**src/rtl/mem_arbiter.sv**
```systemverilog
// Fetch/data arbiter in front of a single-ported RAM: data-priority with a
// starvation escape for fetch, one-cycle response return to the owning port.
module mem_arbiter #(
  parameter int STARVE_LIMIT = 4
) (
  input  logic        clk,
  input  logic        rst,
  input  logic        f_valid,
  input  logic [31:0] f_addr,
  output logic        f_ready,
  output logic        f_rsp_valid,
  output logic [31:0] f_rsp_data,
  input  logic        d_valid,
  input  logic        d_we,
  input  logic [31:0] d_addr,
  input  logic [31:0] d_wdata,
  input  logic [1:0]  d_mode,
  input  logic        d_signed,
  output logic        d_ready,
  output logic        d_rsp_valid,
  output logic [31:0] d_rsp_data,
  output logic        d_rsp_err,
  output logic        ram_we,
  output logic [31:0] ram_r_addr,
  output logic [31:0] ram_w_addr,
  output logic [31:0] ram_w_data,
  output logic [1:0]  ram_write_mode,
  output logic [1:0]  ram_read_mode,
  output logic        ram_read_signed,
  input  logic [31:0] ram_r_data
);

  typedef enum logic {D_PRI, F_PRI} arb_state_e;

  typedef struct packed {
    logic [31:0] addr;
    logic [1:0]  mode;
    logic        sgn;
  } rd_port_t;

  typedef struct packed {
    logic [31:0] addr;
    logic [31:0] data;
    logic [1:0]  mode;
  } wr_port_t;

  localparam logic [2:0] LIMIT = 3'(STARVE_LIMIT);

  arb_state_e state, state_n;
  logic [2:0] cnt, cnt_n;
  logic       f_grant, d_grant, ld_grant, st_grant, d_err;
  rd_port_t   rd_q, rd_n;
  wr_port_t   wr_q, wr_n;
  logic       f_pend, d_pend, d_ld_q, d_err_q;

  assign d_err = (d_mode == 2'd3) ||
                 (d_mode == 2'd2 && d_addr[1:0] != 2'd0) ||
                 (d_mode == 2'd1 && d_addr[1:0] == 2'd3);

  // Each ready looks only at the other side's valid, so neither loops on itself.
  always_comb begin
    f_ready = 1'b0;
    d_ready = 1'b0;
    if (!rst) begin
      case (state)
        D_PRI: begin
          d_ready = 1'b1;
          f_ready = !d_valid;
        end
        F_PRI: begin
          f_ready = 1'b1;
          d_ready = !f_valid;
        end
        default: ;
      endcase
    end
  end

  assign f_grant  = f_valid & f_ready;
  assign d_grant  = d_valid & d_ready;
  assign ld_grant = d_grant & !d_we & !d_err;
  assign st_grant = d_grant &  d_we & !d_err;

  // F_PRI always resolves in one cycle: fetch wins or fetch was idle.
  always_comb begin
    state_n = D_PRI;
    cnt_n   = 3'd0;
    if (state == D_PRI && d_grant && f_valid) begin
      if (cnt + 3'd1 >= LIMIT) state_n = F_PRI;
      else                     cnt_n   = cnt + 3'd1;
    end
  end

  // RAM port fields hold their last issued values between grants.
  always_comb begin
    rd_n = rd_q;
    wr_n = wr_q;
    if (f_grant)
      rd_n = '{addr: f_addr & 32'hFFFF_FFFC, mode: 2'd2, sgn: 1'b0};
    else if (ld_grant)
      rd_n = '{addr: d_addr, mode: d_mode, sgn: d_signed};
    if (st_grant)
      wr_n = '{addr: d_addr, data: d_wdata, mode: d_mode};
  end

  assign ram_we          = st_grant;
  assign ram_r_addr      = rd_n.addr;
  assign ram_read_mode   = rd_n.mode;
  assign ram_read_signed = rd_n.sgn;
  assign ram_w_addr      = wr_n.addr;
  assign ram_w_data      = wr_n.data;
  assign ram_write_mode  = wr_n.mode;

  always_ff @(posedge clk or posedge rst) begin
    if (rst) begin
      state   <= D_PRI;
      cnt     <= 3'd0;
      rd_q    <= '0;
      wr_q    <= '0;
      f_pend  <= 1'b0;
      d_pend  <= 1'b0;
      d_ld_q  <= 1'b0;
      d_err_q <= 1'b0;
    end else begin
      state   <= state_n;
      cnt     <= cnt_n;
      rd_q    <= rd_n;
      wr_q    <= wr_n;
      f_pend  <= f_grant;
      d_pend  <= d_grant;
      d_ld_q  <= ld_grant;
      d_err_q <= d_grant & d_err;
    end
  end

  // Stores and errors return zero data; only loads forward the RAM word.
  assign f_rsp_valid = f_pend;
  assign f_rsp_data  = f_pend ? ram_r_data : 32'd0;
  assign d_rsp_valid = d_pend;
  assign d_rsp_data  = d_ld_q ? ram_r_data : 32'd0;
  assign d_rsp_err   = d_err_q;

endmodule

```
**config.mk**
```make
export PLATFORM = sky130hd
export DESIGN_NAME = mem_arbiter
export DESIGN_NICKNAME = d
export VERILOG_FILES = /design/src/rtl/mem_arbiter.sv
export SDC_FILE = /design/constraint.sdc
export NUM_CORES = 1
export LEC_CHECK = 0
export CORE_UTILIZATION = 33
export CTS_CLUSTER_SIZE = 25
export DETAILED_ROUTE_END_ITERATION = 8
export DONT_BUFFER_PORTS = 1
export MAX_ROUTING_LAYER = met4
export PLACE_DENSITY = 0.58
export SYNTH_ARGS = -nofsm -noshare
export SYNTH_HDL_FRONTEND = slang
export SYNTH_SLANG_ARGS = --single-unit
```
**constraint.sdc**
```tcl
create_clock -name clk -period 13.8 [get_ports clk]
set_input_delay 2.07 -clock clk [delete_from_list [all_inputs] [get_ports clk]]
set_output_delay 2.07 -clock clk [all_outputs]
set_load 0.05 [all_outputs]
```
==> results.toml <==
[status]
outcome = "completed"

[yosys]
synth-compound-area-share_pct = 8.51
syn-cell-area_um2 = 4960
yosys.area_share.simple_pct = 15.4
ys_types = 27
syn_area_per_cell_um2 = 11.4
synth_fa_ha_area_share_pct = 0.252
yosysTopAreaCellShare_pct = 55.0
yosys-top-cells-area = "dfrtp_1 55%, mux2_4 8.5%, mux2_2 8.4%"
synth_seq_cells = 109
synthMuxAreaShare_pct = 16.9
yosys.area.top_type = "dfrtp_1"
synth.net_count = 571
seq_area_frac_synth_pct = 55.0
synth_xor_xnor_area_share_pct = 0.177
yosys_warnings = 0
syn-instance-count = 434
synth_top_family_by_area = "multiplexers"

[final_layout]
area_delta_synth_final_pct = 12.8
nFillCells = 1440
design_area_um2 = 5590
final_util_pct = 38.3
drive_gt1_share_pct = 26.2
layout_commonest_cell = "dfrtp_1"
mostFrequentLayoutCells = "109 x dfrtp_1, 66 x and2_1, 37 x mux2_2, 35 x nand3_1"
fin_nets = 583

[cts]
cts_root_buffer = "clkbuf_16"
path_clk_slew_ns = 0.07
post_cts_resized = 0
clkSinkCount = 109
h-tree-depth = 3
cts_made_buffers = 9
cts_tree = "done"
insertion_delay_ns = 0.35
ctsHoldBuffers = 0
clock_path_buffers = 2
cts_setup_buffers = 0

[drt]
drtAntennaViolNets = 0
totalWireLength_um = 13800
vias_per_cell = 5.45
drt-initial-drc-count = 133
first_pass_iters = 6
wl_per_cell_um = 21.5
dr_total_vias = 3491
drc = 0

[timing]
slew_viol_final = 0
grt_setup_unrepaired = "false"
max-slew-margin-rel_pct = 24.6
max_freq_mhz = 150
worst_pin_slew_ns = 1.12
layout_setup_ws_ns = 7.11
skew_ns = 0.00681
post-route-min-period_ns = 6.69
setup_viol_count_final = 0
tns_ns = 0
finalHoldViolations = 0
fin_crit_sh_pct = 48.5

[hold_path]
hold_class = "reg -> reg"
hp-start = "cnt[0]"
whs_path_depth = 1
min_delay_worst_endpoint = "cnt[0]"

[critical_path]
reg2reg_from = "state"
crit_arrival_ns = 4.62
rr_endpoint = "wr_q[0]"
worst_ep_required_time_ns = 11.73
worstSetupPathType = "in -> out"
r2r_setup_slack_ns = 10.65
cp_max_fo = 67
crit_path_end_kind = "output port"
reg2reg_depth = 4
cp-start-kind = "input port"

[floorplanning]
start_util_pct = 34.0
io-pin-count = 307
die_w_um = 125
fp.coreArea_um2 = 14600
dieArea_um2 = 15500
die_h_um = 125
core.rowCount = 44

[placed_design]
dpl_cell_area_um2 = 5290
gp_congestion = 0.806
io_buffers = 0
dp_slack_ns = 7.03
dp_hpwl_um = 9940

[flow_run]
maxCapViolations = 0

[pwr]
p_leak_nw = 2.50
ir_drop_uv = 106
powerDensity_nw_per_um2 = 199

[global_routing]
grt_max_degree = 69
grtUsageTotal_pct = 18.3
overflow = 0
grt_pass1_wl_um = 20800
antenna_found_initial = 3
grt_pass1_vias = 3546
==> routing by layer <==
metal | vias up | global-route usage, % | wire [um]
met2 | 204 | 31.9 | 7280
met5 | - | - | 0
met3 | 19 | 6.23 | 1190
met1 | 1746 | 18.5 | 4930
met4 | 0 | 7.94 | 350
li1 | 1522 | - | -
==> per-stage QoR <==
| stage | power [mW] | cells | hold slack [ns] |
|---|---|---|---|
| 6_report | 1.11 | 641 | 0.445 |
| 3_3_place_gp | 0.863 | 619 | 0.430 |
| 5_1_grt | 1.16 | 641 | 0.456 |
| 4_1_cts | 1.13 | 635 | 0.446 |
| 3_5_place_dp | 0.870 | 619 | 0.436 |
| 2_1_floorplan | 0.807 | 434 | 0.415 |
==> logic make-up after synthesis <==
kind of cell,count (synthesis)
other cells,1
buf+inv,38
flops,109
fa+ha+maj,1
compound gates,74
mux,65
simple gates,145
xor+xnor,1
==> cell usage after synthesis (all sizes together) <==
master   number
nand2         6
inv           4
a31oi        30
conb          1
o2111ai       1
clkbuf       24
o2111a        1
dfrtp       109
ha            1
buf           9
nor2b         1
a21oi         3
nand3        35
xnor2         1
o21ai        39
clkinv        1
nor2         34
and2         66
nand3b        1
nor3          2
mux2         65
==> worst max path at each step <==
stage,from,endpoint
5_1_grt,f_valid,ram_write_mode[0]
6_report,f_valid,ram_write_mode[0]
3_5_place_dp,f_valid,ram_write_mode[0]
2_1_floorplan,rst,ram_r_addr[10]
3_3_place_gp,f_valid,ram_write_mode[0]
4_1_cts,f_valid,ram_write_mode[0]
==> critical path, stage by stage <==
cell	delay [ns]
a21oi_2	0.57
o2111a_1	0.37
nand2_4	0.54
o21ai_1	1.06
==> sequential cells by signal, indices dropped and copies added (netlist names) <==
| name | count |
|---|---|
| d_rsp_valid | 1 |
| f_rsp_valid | 1 |
| d_rsp_err | 1 |
| rd_q | 35 |
| state | 1 |
| cnt | 3 |
| d_ld_q | 1 |
| wr_q | 66 |
==> final cells by class <==
cell class,count,area [um2],area share (%)
Sequential cell,109,2730,48.8
Multi-Input combinational cell,287,2060,36.8
Timing Repair Buffer,34,255,4.56
Tap cell,184,230,4.12
Clock buffer,10,229,4.09
Clock inverter,6,53.8,0.962
Inverter,5,21.3,0.380
Antenna cell,6,15.0,0.269
==> power breakdown <==
group          leakage (nW)  switching, mW  internal [mW]
Clock                 0.141          0.125          0.127
Combinational          1.05          0.356         0.0954
Sequential             1.31         0.0211          0.389
Total                  2.50          0.502          0.611
(Power assumes the default switching activity.)
